[src/rtl/mem_stage_lsu_if.sv]
// Data-memory bus between the MEM-stage load/store unit (master) and data memory (slave).
// req/gnt: master holds req with stable addr/be/we/wdata until gnt, and the beat transfers
// in the gnt cycle. rvalid/rdata: one response per accepted request, at least one cycle after gnt.
interface mem_stage_lsu_if #(
  parameter int ADDR_W = 32
) ();
  logic              req;
  logic              we;
  logic [3:0]        be;
  logic [ADDR_W-1:0] addr;
  logic [31:0]       wdata;
  logic              gnt;
  logic              rvalid;
  logic [31:0]       rdata;

  modport master (
    output req, we, be, addr, wdata,
    input  gnt, rvalid, rdata
  );

  modport slave (
    input  req, we, be, addr, wdata,
    output gnt, rvalid, rdata
  );
endinterface

[src/rtl/mem_stage_lsu.sv]
// MEM-stage load/store unit: legality check, one bus transaction per access, load
// alignment/extension, pipeline stall until completion, and a timeout-based bus error.
module mem_stage_lsu #(
  parameter int TIMEOUT_CYCLES = 255,
  parameter int ADDR_W         = 32
) (
  input  logic              CLK,
  input  logic              RST,
  input  logic [3:0]        MemRead_i,
  input  logic [3:0]        MemWrite_i,
  input  logic              LoadUnsigned_i,
  input  logic [ADDR_W-1:0] ALUResult_i,
  input  logic [31:0]       WriteData_i,
  input  logic              flush_i,
  output logic              stall_o,
  output logic [31:0]       ReadData_o,
  output logic              done_o,
  output logic              misalign_o,
  output logic              bus_err_o,
  output logic [1:0]        state_dbg,
  mem_stage_lsu_if.master   dmem
);

  typedef enum logic [1:0] {
    S_IDLE = 2'd0,
    S_REQ  = 2'd1,
    S_WAIT = 2'd2,
    S_DONE = 2'd3
  } state_t;

  localparam logic [15:0] TO_LAST = 16'(TIMEOUT_CYCLES - 1);

  state_t            state_q, state_d;
  logic [ADDR_W-1:0] addr_q;
  logic [3:0]        be_q;
  logic              we_q;
  logic [31:0]       wdata_q;
  logic              uns_q;
  logic [3:0]        size_q;
  logic [1:0]        lane_q;
  logic [15:0]       cnt_q;
  logic              mis_q;
  logic              err_q;
  logic [31:0]       rdata_q;

  logic [3:0]  mask;
  logic        pending;
  logic        illegal;
  logic        timeout_hit;
  logic        rsp_done;
  logic        to_fire;
  logic [31:0] shifted;
  logic [31:0] load_val;
  logic [31:0] wdata_rep;

  assign mask    = MemRead_i | MemWrite_i;
  assign pending = (mask != 4'b0000) && !flush_i;

  always_comb begin
    illegal = 1'b0;
    if ((MemRead_i != 4'b0000) && (MemWrite_i != 4'b0000)) illegal = 1'b1;
    if ((mask != 4'b0001) && (mask != 4'b0011) && (mask != 4'b1111)) illegal = 1'b1;
    if ((mask == 4'b0011) && ALUResult_i[0]) illegal = 1'b1;
    if ((mask == 4'b1111) && (ALUResult_i[1:0] != 2'b00)) illegal = 1'b1;
  end

  always_comb begin
    case (mask)
      4'b0001: wdata_rep = {4{WriteData_i[7:0]}};
      4'b0011: wdata_rep = {2{WriteData_i[15:0]}};
      default: wdata_rep = WriteData_i;
    endcase
  end

  // Halves always have lane_q[0]=0, so one byte-granular shift serves bytes and halves.
  assign shifted = dmem.rdata >> {lane_q, 3'b000};

  always_comb begin
    case (size_q)
      4'b0001: load_val = {{24{~uns_q & shifted[7]}}, shifted[7:0]};
      4'b0011: load_val = {{16{~uns_q & shifted[15]}}, shifted[15:0]};
      default: load_val = dmem.rdata;
    endcase
    if (we_q) load_val = 32'h0;
  end

  assign timeout_hit = (cnt_q == TO_LAST);
  assign rsp_done    = (state_q == S_WAIT) && dmem.rvalid;
  assign to_fire     = ((state_q == S_REQ) || (state_q == S_WAIT)) && timeout_hit && !rsp_done;

  always_comb begin
    state_d = state_q;
    case (state_q)
      S_IDLE: begin
        if (pending) state_d = illegal ? S_DONE : S_REQ;
      end
      S_REQ: begin
        // A grant in the final budget cycle is abandoned; its response is never awaited.
        if (to_fire)       state_d = S_DONE;
        else if (dmem.gnt) state_d = S_WAIT;
      end
      S_WAIT: begin
        if (rsp_done || to_fire) state_d = S_DONE;
      end
      S_DONE: state_d = S_IDLE;
      default: state_d = S_IDLE;
    endcase
  end

  always_ff @(posedge CLK or posedge RST) begin
    if (RST) begin
      state_q <= S_IDLE;
      addr_q  <= '0;
      be_q    <= 4'b0000;
      we_q    <= 1'b0;
      wdata_q <= 32'h0;
      uns_q   <= 1'b0;
      size_q  <= 4'b0000;
      lane_q  <= 2'b00;
      cnt_q   <= 16'h0;
      mis_q   <= 1'b0;
      err_q   <= 1'b0;
      rdata_q <= 32'h0;
    end else begin
      state_q <= state_d;
      case (state_q)
        S_IDLE: begin
          if (pending) begin
            mis_q <= illegal;
            err_q <= 1'b0;
            if (illegal) begin
              rdata_q <= 32'h0;
            end else begin
              addr_q  <= {ALUResult_i[ADDR_W-1:2], 2'b00};
              be_q    <= mask << ALUResult_i[1:0];
              we_q    <= (MemWrite_i != 4'b0000);
              wdata_q <= wdata_rep;
              uns_q   <= LoadUnsigned_i;
              size_q  <= mask;
              lane_q  <= ALUResult_i[1:0];
              cnt_q   <= 16'h0;
            end
          end
        end
        S_REQ, S_WAIT: begin
          cnt_q <= cnt_q + 16'h1;
          if (rsp_done) begin
            rdata_q <= load_val;
          end else if (to_fire) begin
            err_q   <= 1'b1;
            rdata_q <= 32'h0;
          end
        end
        default: ;
      endcase
    end
  end

  assign stall_o    = ((state_q == S_IDLE) && pending) || (state_q == S_REQ) || (state_q == S_WAIT);
  assign done_o     = (state_q == S_DONE);
  assign misalign_o = (state_q == S_DONE) && mis_q;
  assign bus_err_o  = (state_q == S_DONE) && err_q;
  assign ReadData_o = rdata_q;
  assign state_dbg  = state_q;

  assign dmem.req   = (state_q == S_REQ);
  assign dmem.we    = we_q;
  assign dmem.be    = be_q;
  assign dmem.addr  = addr_q;
  assign dmem.wdata = wdata_q;

endmodule

[src/flat_wrapper.sv]
// flat-port wrapper written by rule: the top's interface ports become plain ports
module mem_stage_lsu_flat 
#(
  parameter int TIMEOUT_CYCLES = 255,
  parameter int ADDR_W         = 32
)
  (CLK, RST, MemRead_i, MemWrite_i, LoadUnsigned_i, ALUResult_i, WriteData_i, flush_i, stall_o, ReadData_o, done_o, misalign_o, bus_err_o, state_dbg, dmem_req, dmem_we, dmem_be, dmem_addr, dmem_wdata, dmem_gnt, dmem_rvalid, dmem_rdata);
  mem_stage_lsu_if #(.ADDR_W(ADDR_W)) dmem_i ();
  input  logic CLK;
  input  logic RST;
  input  logic [3:0] MemRead_i;
  input  logic [3:0] MemWrite_i;
  input  logic LoadUnsigned_i;
  input  logic [ADDR_W-1:0] ALUResult_i;
  input  logic [31:0] WriteData_i;
  input  logic flush_i;
  output logic stall_o;
  output logic [31:0] ReadData_o;
  output logic done_o;
  output logic misalign_o;
  output logic bus_err_o;
  output logic [1:0] state_dbg;
  output wire logic [$bits(dmem_i.req)-1:0] dmem_req;
  output wire logic [$bits(dmem_i.we)-1:0] dmem_we;
  output wire logic [$bits(dmem_i.be)-1:0] dmem_be;
  output wire logic [$bits(dmem_i.addr)-1:0] dmem_addr;
  output wire logic [$bits(dmem_i.wdata)-1:0] dmem_wdata;
  input wire logic [$bits(dmem_i.gnt)-1:0] dmem_gnt;
  input wire logic [$bits(dmem_i.rvalid)-1:0] dmem_rvalid;
  input wire logic [$bits(dmem_i.rdata)-1:0] dmem_rdata;
  assign dmem_req = dmem_i.req;
  assign dmem_we = dmem_i.we;
  assign dmem_be = dmem_i.be;
  assign dmem_addr = dmem_i.addr;
  assign dmem_wdata = dmem_i.wdata;
  assign dmem_i.gnt = dmem_gnt;
  assign dmem_i.rvalid = dmem_rvalid;
  assign dmem_i.rdata = dmem_rdata;
  mem_stage_lsu #(.TIMEOUT_CYCLES(TIMEOUT_CYCLES), .ADDR_W(ADDR_W)) u_core (.CLK(CLK), .RST(RST), .MemRead_i(MemRead_i), .MemWrite_i(MemWrite_i), .LoadUnsigned_i(LoadUnsigned_i), .ALUResult_i(ALUResult_i), .WriteData_i(WriteData_i), .flush_i(flush_i), .stall_o(stall_o), .ReadData_o(ReadData_o), .done_o(done_o), .misalign_o(misalign_o), .bus_err_o(bus_err_o), .state_dbg(state_dbg), .dmem(dmem_i));
endmodule
[config.mk]
export PLATFORM = sky130hd
export DESIGN_NAME = mem_stage_lsu_flat
export DESIGN_NICKNAME = d
export VERILOG_FILES = /design/src/rtl/mem_stage_lsu_if.sv /design/src/rtl/mem_stage_lsu.sv /design/src/flat_wrapper.sv
export SDC_FILE = /design/constraint.sdc
export NUM_CORES = 1
export LEC_CHECK = 0
export ABC_CLOCK_PERIOD_IN_PS = 4200
export BUFFER_PORTS_ARGS = -buffer_cell sky130_fd_sc_hd__buf_2
export CAP_MARGIN = 20
export CELL_PAD_IN_SITES_DETAIL_PLACEMENT = 0
export CELL_PAD_IN_SITES_GLOBAL_PLACEMENT = 1
export CORE_ASPECT_RATIO = 0.75
export CORE_MARGIN = 4
export CORE_UTILIZATION = 39
export CTS_BUF_LIST = sky130_fd_sc_hd__clkbuf_16
export CTS_CLUSTER_DIAMETER = 80
export DETAILED_ROUTE_END_ITERATION = 6
export PLACE_DENSITY_LB_ADDON = 0.3
export SLEW_MARGIN = 20
export SYNTH_ARGS = -nofsm -noshare
export SYNTH_HDL_FRONTEND = slang
export SYNTH_SLANG_ARGS = --single-unit
[constraint.sdc]
create_clock -name CLK -period 4.2 [get_ports CLK]
set_input_delay 0.21 -clock CLK [delete_from_list [all_inputs] [get_ports CLK]]
set_output_delay 0.21 -clock CLK [all_outputs]
set_load 0.01 [all_outputs]
==> out/metrics.cfg, run 1 <==
[setup_path]
crit_type=reg -> reg
critPathRequiredTime_ps=4510
critPathMaxFanout=17
arrival_ps=3300
start_kind=register
setup.worst_path.end_class=register

[synthesis]
synth_cell_type_count=58
syn_area_um2=6558
netlist_top_cells_area=dfrtp_1 48%, mux2_2 7.6%, mux2_4 6.9%
ys_seq_area_share_pct=48.08
yosys_warnings=0
synthFlopType=dfrtp_1
yosys.area.top_type=dfrtp_1
async_reset_ff_share_pct=100.0
synthCells=628
synth-seq-cells=126
synth-edff-count=0
syn-mean-instance-area_um2=10.44
synth_top_area_share_pct=48.08

[timing]
worst_slew_pin_slew_ps=960.9
timing.setup.tns_ps=0
setup_viol=0
timing.final.ws_setup_ps=1210
fmax_mhz=334.5
slew_viol_final=0
max-slew-margin-rel_pct=35.70
rsz0062_at_grt=no
timing.final.crit_period_ps=2990
skew_ps=6.995
hold_viol_final=0
period_share_pct=71.18

[layout]
antenna_cells=0
final_common_cell=buf_2
syn2layout_area_growth_pct=27.97
layout_common_cells=215 x buf_2, 126 x dfrtp_1, 68 x nand2_1, 68 x o21ai_0, 50 x a21oi_1
fin_area_um2=8392
fill_cells=1466
drive_gt1_share_pct=40.31
nets=950

[cts]
cts_buffer_depth=2
worstSkewPairLatency_ps=420
ctsHtreeMaxLevel=4
clock_sinks=126
tritoncts=yes
cts.repair.resized=0
path_clk_slew_ps=60
numCtsBuffers=17
cts_root_buf=clkbuf_16

[global_route]
grt_pass1_vias=5682
grt_overflow=0
grt_pass1_wl_um=30340
grt_max_degree=108
grt_antenna_before_repair=0
grtUsageTotal_pct=20.43

[outcome]
outcome=completed

[placement]
place_hpwl_um=14320
io_buffers=215
gp_congestion=0.8349
place_ws_ps=1199
dpl-instance-area_um2=7760

[drt]
drcViolationCount=0
routed_wirelength_um=19430
vias_per_cell=5.395
wl_per_cell_um=18.40
first_pass_iters=5
antenna_left=0
vias=5697
first_iter_violations=350

[power]
p_total_mw=4.734
power.density_nw_per_um2=564.2
vdd_ir_drop_max_uv=293.5
leakagePower_nw=4.371

[hold_path]
worstHoldPathType=in -> reg

[die]
die-area_um2=18970
boundaryPins=218
initial_utilization_pct=40.32
placementRows=40
die_x_um=157.7
core_um2=16270
fp.dieH_um=120.3

[flow_run]
cap_violations=0

==> worst paths after layout <==
check	start	end	slack, ps	cells past startpoint
max	u_core.lane_q[1]$_DFFE_PP0P_	u_core.ReadData_o[21]$_DFFE_PP0P_	1210	5
min	ALUResult_i[12]	u_core.dmem.addr[12]$_DFFE_PP0P_	20	2
max reg2reg	u_core.lane_q[1]$_DFFE_PP0P_	u_core.ReadData_o[21]$_DFFE_PP0P_	1210	5
min reg2reg	u_core.dmem.wdata[17]$_DFFE_PP0P_	u_core.dmem.wdata[17]$_DFFE_PP0P_	480	2
max in group asynchronous	RST	u_core.dmem.wdata[25]$_DFFE_PP0P_	2730	4
min in group asynchronous	RST	u_core.dmem.addr[9]$_DFFE_PP0P_	360	3
==> critical path: stages, from the launching register on <==
cell	delay [ps]
dfrtp_1	790
mux4_2	630
a21oi_2	360
a21boi_2	640
nor3_1	170
mux2_4	300
==> cell type report <==
type	instances	area (µm²)	share of cell area [%]
multi-input combinational	451	3168	37.75
sequential	126	3153	37.57
timing repair buffer	227	1194	14.22
clock buffer	17	425.4	5.069
tap	210	262.8	3.131
clock inverter	15	148.9	1.774
inverter	10	40.04	0.4771
==> layer usage <==
metal | vias up | track usage, % | share of wire (%)
met2 | 219 | 31.62 | 46
li1 | 2687 | - | -
met4 | 0 | 5.857 | 0.97
met1 | 2773 | 28.22 | 45
met5 | - | 0 | 0
met3 | 18 | 5.546 | 7.9
==> cell families (layout without fill, tap and decap cells) <==
logic type                 after synthesis  count (layout)  share of synthesized area [%]
adders and majority gates                7               7                          1.336
other                                    1               2                        0.05719
DFF                                    126             126                          48.08
AOI/OAI and AO/OA                      179             179                          16.50
buffers and inverters                   52             269                          3.720
and+or+nand+nor                        163             163                          11.72
muxes                                  100             100                          18.58
==> Yosys cell counts (all sizes together) (2+ instances only) <==
master / n
nand2: 68
dfrtp: 126
o22ai: 4
a21oi: 51
nand4: 3
o22a: 2
nand2b: 3
buf: 15
or4: 4
a21o: 5
or3: 3
and2: 9
o21ai: 70
a31oi: 4
ha: 7
nor2: 27
inv: 10
mux2: 74
o21a: 3
mux2i: 25
and4: 2
nor4: 5
o31ai: 21
clkbuf: 27
nand3: 11
or2: 2
nor3: 21
o211ai: 2
o41ai: 5
==> repair_timing <==
| action | 4_1_cts | 5_1_grt |
|---|---|---|
| hold buffers | 1 | 2 |
| buffers inserted | 0 | 0 |
| endpoints found under the hold margin | 37 | 2 |
==> registers in the layout, indices dropped and copies added, names as in the netlist <==
| register | flops |
|---|---|
| u_core.mis_q | 1 |
| u_core.cnt_q | 16 |
| u_core.dmem.be | 4 |
| u_core.lane_q | 2 |
| u_core.size_q | 4 |
| u_core.dmem.addr | 30 |
| u_core.ReadData_o | 32 |
| u_core.dmem.we | 1 |
| u_core.dmem.wdata | 32 |
| u_core.state_dbg | 2 |
| u_core.uns_q | 1 |
| u_core.err_q | 1 |
==> metrics by stage <==
step / hold WS, ps / util (%) / std cells
global route: 1.026 / 51.59 / 1056
detailed placement: 271.5 / 47.71 / 1020
floorplan: 308.1 / - / 629
finish: 17.27 / 51.59 / 1056
CTS: 2.440 / 51.30 / 1053
global placement: 258.5 / 47.71 / 1020
==> report_power, final <==
group | switching, mW | internal (mW)
Clock | 0.567 | 0.871
Sequential | 0.152 | 1.41
Combinational | 1.01 | 0.722
Total | 1.73 | 3.01
(Power assumes the default switching activity.)
==> run 2: changes to the inputs <==
- ABC_CLOCK_PERIOD_IN_PS: 4200 -> 2700
- CORE_UTILIZATION: 39 -> 35
- clock period: 4.2 -> 2.7 ns (I/O delays scaled with it)
==> run 2 against run 1 <==
  * Worst hold slack about the same
  * Critical path depth grew 2
  * Sequential power up 54%
  * Fmax up 23%
  * Power is 61% higher
  * Clock power up 65%
  * Core utilization down 2.8 points
==> out/metrics.cfg, run 2 (same netlist as run 1, synthesis figures left out) <==
[timing]
timing.setup.tns_ps=0  ; unchanged
hold_viol_final=0  ; unchanged
max-slew-margin-rel_pct=52.61  ; was 35.70%
slew_viol_final=0  ; unchanged
skew_ps=9.179  ; was 6.995 ps
worst_hold_slack_ps=16.80  ; was 17.27 ps
timing.final.crit_period_ps=2421  ; was 2990 ps
fmax_mhz=413.1  ; was 334.5 MHz
timing.final.ws_setup_ps=279.2  ; was 1210 ps
worst_slew_pin_slew_ps=703.4  ; was 960.9 ps
setup_viol=0  ; unchanged
period_share_pct=89.66  ; was 71.18%
rsz0062_at_grt=no  ; unchanged

[cts]
path_clk_slew_ps=70  ; was 60 ps
cts_buffer_depth=2  ; unchanged
numCtsBuffers=17  ; unchanged
cts.repair.resized=0  ; unchanged
ctsHtreeMaxLevel=4  ; unchanged
worstSkewPairLatency_ps=420  ; about the same
cts_root_buf=clkbuf_16  ; unchanged
tritoncts=yes  ; unchanged
clock_sinks=126  ; unchanged

[die]
core_um2=18450  ; was 16270 µm²
initial_utilization_pct=35.53  ; was 40.32%
boundaryPins=218  ; unchanged
die_x_um=166.1  ; was 157.7 µm
die-area_um2=21010  ; was 18970 µm²
placementRows=43  ; was 40
fp.dieH_um=126.5  ; was 120.3 µm

[global_route]
grt_pass1_vias=5643  ; was 5682
grt_pass1_wl_um=31950  ; was 30340 µm
grt_max_degree=108  ; unchanged
grt_overflow=0  ; unchanged
grt_antenna_before_repair=0  ; unchanged
grtUsageTotal_pct=18.84  ; was 20.43%

[drt]
routed_wirelength_um=19830  ; was 19430 µm
antenna_left=0  ; unchanged
drcViolationCount=0  ; unchanged
wl_per_cell_um=17.30  ; was 18.40 µm
vias_per_cell=5.018  ; was 5.395
vias=5751  ; was 5697
first_pass_iters=5  ; unchanged
first_iter_violations=421  ; was 350

[layout]
drive_gt1_share_pct=39.60  ; was 40.31%
final_common_cell=buf_2  ; unchanged
postLayoutCoreUtil_pct=48.78  ; was 51.59%
nets=1003  ; was 950
syn2layout_area_growth_pct=37.26  ; was 27.97%
antenna_cells=0  ; unchanged
fin_area_um2=9001  ; was 8392 µm²
layout_common_cells=215 x buf_2, 126 x dfrtp_1, 68 x nand2_1, 68 x o21ai_0, 50 x a21oi_1  ; unchanged
fill_cells=1714  ; was 1466

[power]
vdd_ir_drop_max_uv=686.8  ; was 293.5 µV
power.density_nw_per_um2=848.6  ; was 564.2 nW/µm²
leakagePower_nw=4.621  ; was 4.371 nW

[placement]
gp_congestion=0.8078  ; was 0.8349
io_buffers=215  ; unchanged
place_ws_ps=322.1  ; was 1199 ps
place_hpwl_um=13890  ; was 14320 µm
dpl-instance-area_um2=7960  ; was 7760 µm²

[setup_path]
critPathMaxFanout=107  ; was 17
setup.worst_path.end_class=register  ; unchanged
critPathRequiredTime_ps=3010  ; was 4510 ps
r2r_setup_slack_ps=280  ; was 1210 ps
start_kind=register  ; unchanged
regToRegStartpoint=u_core.state_dbg[0]$_DFFE_PP0P_  ; was u_core.lane_q[1]$_DFFE_PP0P_
worstRegToRegCells=7  ; was 5
arrival_ps=2730  ; was 3300 ps
r2r_end=u_core.dmem.addr[13]$_DFFE_PP0P_  ; was u_core.ReadData_o[21]$_DFFE_PP0P_
crit_type=reg -> reg  ; unchanged

[hold_path]
worstHoldPathType=in -> reg  ; unchanged
hold_end=u_core.dmem.wdata[28]$_DFFE_PP0P_  ; was u_core.dmem.addr[12]$_DFFE_PP0P_
min_from=WriteData_i[28]  ; was ALUResult_i[12]
hold-path-cell-count=3  ; was 2

[flow_run]
cap_violations=0  ; unchanged

[outcome]
outcome=completed  ; unchanged

run 2: per-stage QoR:
stage / total power [mW] / std cells
final: 7.638 / 1146
after detailed placement: 5.242 / 1070
after CTS: 7.690 / 1146
after floorplan: 4.331 / 629
after global routing: 8.083 / 1146
after global placement: 5.223 / 1070
run 2: worst max-delay path, cell delays in order, from the launching register on:
cell and delay (ps):
dfrtp_1 410, inv_1 160, ha_1 290, inv_1 130, a311oi_1 410, o211ai_1 230, buf_12 290, mux2_2 330
run 2: what timing repair did:
action / in CTS / in global routing
setup endpoints to repair: 0 / 0
hold buffers: 44 / 0
setup buffers: 0 / 0
hold endpoints to repair: 60 / 0
run 2: how the worst max path moves through the flow:
stage / from / to / slack [ps] / depth (start not counted)
finish: u_core.state_dbg[0]$_DFFE_PP0P_ / u_core.dmem.addr[13]$_DFFE_PP0P_ / 280 / 7
global route: u_core.state_dbg[0]$_DFFE_PP0P_ / u_core.dmem.addr[21]$_DFFE_PP0P_ / 90 / 7
CTS: u_core.state_dbg[0]$_DFFE_PP0P_ / u_core.dmem.addr[21]$_DFFE_PP0P_ / 300 / 7
detailed placement: u_core.state_dbg[0]$_DFFE_PP0P_ / u_core.dmem.addr[6]$_DFFE_PP0P_ / 320 / 7
global placement: u_core.state_dbg[0]$_DFFE_PP0P_ / u_core.dmem.addr[8]$_DFFE_PP0P_ / 330 / 7
floorplan: u_core.cnt_q[9]$_DFFE_PP0P_ / u_core.ReadData_o[0]$_DFFE_PP0P_ / 410 / 7
run 2: report_power, final:
group / total, mW / internal (mW) / switching (mW)
combinational: 2.86 / 1.27 / 1.59
clock: 2.37 / 1.39 / 0.973
sequential: 2.41 / 2.20 / 0.212
run 2: layout make-up:
| type | instances | area [µm²] | share of cell area [%] |
|---|---|---|---|
| Sequential cell | 126 | 3153 | 35.03 |
| Multi-Input combinational cell | 451 | 3173 | 35.25 |
| Clock buffer | 17 | 425.4 | 4.726 |
| Tap cell | 247 | 309.0 | 3.433 |
| Timing Repair Buffer | 280 | 1724 | 19.15 |
| Inverter | 10 | 41.29 | 0.4587 |
| Clock inverter | 15 | 175.2 | 1.946 |
run 2: layer usage:
metal	global-route usage (%)	part of all wire, %	vias up
met4	5.480	0.96	0
li1	-	-	2803
met3	4.548	5.8	13
met5	0	0	-
met1	27.88	50	2751
met2	27.47	44	184
